==> src/rtl/uart_rx_frontend.sv <==
// UART 8N1 receive front end: two-flop sync, mid-bit framing, one-entry rx_valid/rx_ready output register.
// Latency: rx falling edge to rx_valid = 2 + CLKS_PER_BIT/2 + 9*CLKS_PER_BIT + 1 cycles (+CLKS_PER_BIT with parity).
// Backpressure: a held byte is kept while rx_ready=0; a character finishing then is dropped and flagged as overrun.
// Optional even-parity bit after the data bits when UART_RX_PARITY_EN is defined; CLKS_PER_BIT must be >= 4.
module uart_rx_frontend #(
  parameter int CLK_HZ = 100000000,
  parameter int BAUD   = 115200
) (
  input  logic       CLK,
  input  logic       reset,
  input  logic       rx,
  output logic [7:0] rx_data,
  output logic       rx_valid,
  input  logic       rx_ready,
  output logic       rx_busy,
  output logic       frame_err,
  output logic       overrun,
  output logic       parity_err
);

  localparam int          CLKS_PER_BIT = CLK_HZ / BAUD;
  localparam logic [15:0] BIT_RELOAD   = 16'(CLKS_PER_BIT - 1);
  localparam logic [15:0] HALF_RELOAD  = 16'(CLKS_PER_BIT / 2 - 1);

  localparam logic [2:0] IDLE   = 3'd0;
  localparam logic [2:0] START  = 3'd1;
  localparam logic [2:0] DATA   = 3'd2;
`ifdef UART_RX_PARITY_EN
  localparam logic [2:0] PARITY = 3'd3;
`endif
  localparam logic [2:0] STOP   = 3'd4;
  localparam logic [2:0] BREAK  = 3'd5;

  logic        rx_s1;
  logic        rs;
  logic [2:0]  state;
  logic [15:0] timer;
  logic [2:0]  idx;
  logic [7:0]  shift;
`ifdef UART_RX_PARITY_EN
  logic        par_bad;
`endif

  // Two-stage synchronizer; both stages idle high so reset never looks like a start bit.
  always_ff @(posedge CLK) begin
    if (reset) begin
      rx_s1 <= 1'b1;
      rs    <= 1'b1;
    end else begin
      rx_s1 <= rx;
      rs    <= rx_s1;
    end
  end

  assign rx_busy = (state != IDLE);

`ifndef UART_RX_PARITY_EN
  assign parity_err = 1'b0;
`endif

  // Framing FSM plus the output holding register; error pulses line up with the delivery cycle.
  always_ff @(posedge CLK) begin
    if (reset) begin
      state     <= IDLE;
      timer     <= 16'd0;
      idx       <= 3'd0;
      shift     <= 8'd0;
      rx_data   <= 8'd0;
      rx_valid  <= 1'b0;
      frame_err <= 1'b0;
      overrun   <= 1'b0;
`ifdef UART_RX_PARITY_EN
      par_bad    <= 1'b0;
      parity_err <= 1'b0;
`endif
    end else begin
      frame_err <= 1'b0;
      overrun   <= 1'b0;
`ifdef UART_RX_PARITY_EN
      parity_err <= 1'b0;
`endif
      // Consumer handshake; a delivery below in the same cycle overrides this.
      if (rx_valid && rx_ready) begin
        rx_valid <= 1'b0;
      end

      case (state)
        IDLE: begin
          if (!rs) begin
            state <= START;
            timer <= HALF_RELOAD;
          end
        end

        START: begin
          if (timer == 16'd0) begin
            // Line back high at mid start bit: a glitch, drop it silently.
            if (!rs) begin
              state <= DATA;
              timer <= BIT_RELOAD;
              idx   <= 3'd0;
            end else begin
              state <= IDLE;
            end
          end else begin
            timer <= timer - 16'd1;
          end
        end

        DATA: begin
          if (timer == 16'd0) begin
            shift[idx] <= rs;
            timer      <= BIT_RELOAD;
            idx        <= idx + 3'd1;
            if (idx == 3'd7) begin
`ifdef UART_RX_PARITY_EN
              state <= PARITY;
`else
              state <= STOP;
`endif
            end
          end else begin
            timer <= timer - 16'd1;
          end
        end

`ifdef UART_RX_PARITY_EN
        PARITY: begin
          if (timer == 16'd0) begin
            // Even parity: data bits plus parity bit must XOR to zero.
            par_bad <= rs ^ (^shift);
            timer   <= BIT_RELOAD;
            state   <= STOP;
          end else begin
            timer <= timer - 16'd1;
          end
        end
`endif

        STOP: begin
          if (timer == 16'd0) begin
`ifdef UART_RX_PARITY_EN
            parity_err <= par_bad;
`endif
            if (rs) begin
              state <= IDLE;
              if (!rx_valid || rx_ready) begin
                rx_data  <= shift;
                rx_valid <= 1'b1;
              end else begin
                overrun <= 1'b1;
              end
            end else begin
              frame_err <= 1'b1;
              state     <= BREAK;
            end
          end else begin
            timer <= timer - 16'd1;
          end
        end

        BREAK: begin
          // Hold off until the line idles so a long break reports only once.
          if (rs) begin
            state <= IDLE;
          end
        end

        default: state <= IDLE;
      endcase
    end
  end

endmodule
==> config.mk <==
export PLATFORM = sky130hd
export DESIGN_NAME = uart_rx_frontend
export DESIGN_NICKNAME = d
export VERILOG_FILES = /design/src/rtl/uart_rx_frontend.sv
export SDC_FILE = /design/constraint.sdc
export NUM_CORES = 1
export LEC_CHECK = 0
export ABC_CLOCK_PERIOD_IN_PS = 2700
export CAP_MARGIN = 20
export CORE_MARGIN = 4
export CORE_UTILIZATION = 35
export DETAILED_ROUTE_END_ITERATION = 10
export GPL_TIMING_DRIVEN = 0
export PLACE_DENSITY = 0.51
export RECOVER_POWER = 50
export SLEW_MARGIN = 20
export SYNTH_ARGS = -nofsm -noshare
export SYNTH_HDL_FRONTEND = slang
export SYNTH_SLANG_ARGS = --single-unit
==> constraint.sdc <==
create_clock -name CLK -period 2.7 [get_ports CLK]
set_clock_uncertainty 0.1 [all_clocks]
set_input_delay 0.54 -clock CLK [delete_from_list [all_inputs] [get_ports CLK]]
set_output_delay 0.54 -clock CLK [all_outputs]
set_load 0.03 [all_outputs]
==> impl_metrics.tcl, run 1 <==
set metrics [dict create \
    maxSlewHeadroom_pct 49.6 \
    place_ws_ps -90.7 \
    outcome "finished, final reports clean" \
    tightest_slew_ps 749 \
    drc 0 \
    vdd_drop_max_mv 0.280 \
    syn_area_sq_um 2220 \
    hp-class "reg2reg" \
    regToRegSetupSlack_ps 160 \
    finalInstanceArea_sq_um 2630 \
    finalSetupViolations 0 \
    overflow 0 \
    port_buffers 15 \
    placed_cells 355 \
    power_mw 1.81 \
    cp.required_ps 2800 \
    syn-instance-count 265 \
    synth-main-ff-cell "dfxtp_1" \
    hold_slack_ps 325 \
    yosysUniqueCellTypes 50 \
    clk_path_buf_depth 2 \
    ys_seq_elements 43 \
    stdcell_count 365 \
    drt_wl_total_microns 5710 \
    drt_iter0_drc 134 \
    comb_power_share_pct 33.6 \
    setup_tns_ps 0 \
    num-fill-cells 627 \
    clock-sinks 43 \
    ys_warn_count 0 \
    antenna_found_initial 0 \
    fin_util_pct 43.7 \
    slowest_stage "or4b_4" \
    final_max_slew_viol_count 0 \
    netSwitchingFraction_pct 36.5 \
    rsz0062_at_grt "false" \
    fp-row-count 28 \
    path_class "reg2reg" \
    synth_area_leader_cell "dfxtp_1" \
    dp_hpwl_microns 4110 \
    ios 17 \
    holdBufCountCts 0 \
    critPathCaptureType "register" \
    critical_path_peak_fanout 8 \
    worst_ep_arrival_time_ps 2640 \
    power.leakage_nw 0.948 \
    synth_nets 273 \
    pwr_density_cell_nw_per_um2 688 \
    via_count 2054 \
    period_needed_ps 2540 \
    crit_path_start_kind "register" \
    clk_latency_ps 290 \
    hold_viol 0 \
    die_w_microns 87.7 \
    synth_edf_count 0 \
    clk_pin_slew_ps 80 \
    antennaDiodeCount 0 \
    synth_top_area_share_pct 38.7 \
    fp.dieH_microns 87.7 \
    viasPerCell 5.63 \
    power.internal_mw 1.15 \
    drive_gt1_share_pct 11.4 \
    power.switching_mw 0.660 \
    max_stage_delay_ps 490 \
    synthArstFlopShare_pct 0 \
    grt_pass1_wl_microns 9620 \
    postRouteAntennaNets 0 \
    drtPass1Iterations 6 \
    core_area_sq_um 6030 \
    die_area_sq_um 7690 \
    syn_to_final_growth_pct 18.3 \
    grt_pass1_vias 1886 \
    htreeDepth 2 \
    max_freq_mhz 394 \
    cts_tree "yes" \
    postPlaceCellArea_sq_um 2470 \
    clock_tree.root_cell "clkbuf_8" \
    cts_inserted_buffers 5 \
    netlist_top_cells_area "dfxtp_1, a21oi_1, mux2i_1" \
    crit_chain "inv_1 -> ha_1 -> or4b_4 -> or3_1 -> buf_6 -> a211oi_4 -> buf_4 -> nor2_1 -> a221oi_1" \
    post_drt_wl_per_cell_microns 15.6 \
    final_nets 297 \
    start_util_pct 36.9 \
    syn_avg_cell_area_sq_um 8.39 \
    ys_seq_area_share_pct 38.7 \
    layout_setup_ws_ps 160 \
    grt_max_degree 15 \
    grtUsageTotal_pct 16.0 \
    clkPwrFrac_pct 27.7 \
    cap_violations 0 \
    fin_crit_sh_pct 94.1 \
    routabilityCongestion 0.906 \
    power_frac_seq_pct 38.7 \
]
power groups by stage:
stage | clock [mW] | combinational, mW | sequential [mW]
4_1_cts | 0.522 | 0.588 | 0.700
6_report | 0.501 | 0.608 | 0.701
2_1_floorplan | 0 | 0.444 | 0.703
3_5_place_dp | 0 | 0.580 | 0.714
3_3_place_gp | 0 | 0.587 | 0.716
5_1_grt | 0.551 | 0.673 | 0.707
synthesized netlist by cell type (all sizes together), types with 4 or more instances:
cell,instances
a211oi,6
a21oi,26
a31oi,5
buf,4
clkbuf,10
dfxtp,43
ha,4
inv,4
mux2i,11
nand2,15
nand2b,8
nand3,4
nand4,8
nor2,27
nor3,15
nor3b,4
nor4,6
o21ai,16
o32ai,4
or2,7
or3,6
flip-flops by register name (all words and copies together) (netlist names):
signal     cells
idx            3
rx_data        8
overrun        1
rx_s1          1
rx_valid       1
frame_err      1
shift          8
rs             1
state          3
timer         16
layout make-up:
class	count	area [sq um]	share of cell area, %
multi-input combinational	204	1290	49.1
sequential	43	861	32.7
timing repair buffer	17	178	6.75
tap	75	93.8	3.57
buffer	14	80.1	3.04
clock buffer	5	68.8	2.62
clock inverter	3	43.8	1.66
inverter	4	15.0	0.571
logic make-up after synthesis:
group / synth area share [%]
xor gates and xnor gates: 0.788
other: 0.169
adders and majority gates: 2.25
muxes: 4.95
and+or+nand+nor: 27.5
DFF: 38.7
buffers and inverters: 4.05
AOI/OAI and AO/OA: 21.6
worst max-delay path, delay by kind of cell (launching register included):
| kind | cells | cell delay, ps |
|---|---|---|
| and+or+nand+nor | 3 | 870 |
| AOI/OAI and AO/OA | 2 | 530 |
| DFF | 1 | 370 |
| buffers and inverters | 3 | 440 |
| adders and majority gates | 1 | 140 |
final timing paths:
| check | startpoint | endpoint | cells past startpoint |
|---|---|---|---|
| max | timer[0]$_SDFFE_PP0P_ | timer[1]$_SDFFE_PP0P_ | 9 |
| min | rx_s1$_SDFF_PP1_ | rs$_SDFF_PP1_ | 1 |
| max reg2reg | timer[0]$_SDFFE_PP0P_ | timer[1]$_SDFFE_PP0P_ | 9 |
| min reg2reg | rx_s1$_SDFF_PP1_ | rs$_SDFF_PP1_ | 1 |
routing by layer:
layer | global-route usage (%) | up-vias | wire length [microns] | share of wire (%)
met5 | 0 | - | 0 | 0
met4 | 4.46 | 0 | 29 | 0.51
met2 | 23.6 | 50 | 2570 | 45
li1 | - | 1032 | - | -
met1 | 23.3 | 970 | 2790 | 49
met3 | 3.39 | 2 | 314 | 5.5
cell usage in the layout (no fill, tap or decap), types with 3 or more instances in the layout:
master / Yosys / final
nand3_1: 4 / 4
clkbuf_1: 10 / 9
dfxtp_1: 43 / 43
buf_6: 2 / 3
nor3b_1: 4 / 4
o21ai_0: 13 / 13
ha_1: 4 / 4
or3_1: 5 / 6
clkbuf_8: 0 / 5
clkdlybuf4s50_1: 0 / 3
nand4_1: 8 / 8
nor3_1: 13 / 13
mux2i_1: 11 / 11
a211oi_1: 5 / 5
inv_1: 4 / 4
a21o_1: 3 / 3
dlygate4sd3_1: 0 / 12
or2_2: 7 / 7
nand2_1: 15 / 15
nor2_1: 26 / 26
a21oi_1: 26 / 24
o32ai_1: 4 / 4
nand2b_1: 8 / 8
o21a_1: 3 / 3
o21ai_1: 3 / 3
nor4_1: 6 / 5
nor2b_1: 3 / 3
a31oi_1: 5 / 5
what timing repair did:
action                                  CTS  global route
gates resized for setup                   1             7
endpoints found under the setup margin    8            19
setup buffers                             0             2
endpoints found under the hold margin     0             0
pin swaps                                 0             1
(Power assumes the default switching activity.)
==> inputs of run 2 (changes only) <==
CTS_CLUSTER_SIZE = 25   (was default)
==> results of run 2 <==
No change in the layout: final DEF, timing and power equal those of run 1.
==> inputs of run 3 (changes only) <==
CTS_BUF_LIST = sky130_fd_sc_hd__clkbuf_4 sky130_fd_sc_hd__clkbuf_8   (was default)
==> results of run 3 <==
No change in the layout: final DEF, timing and power equal those of run 1.
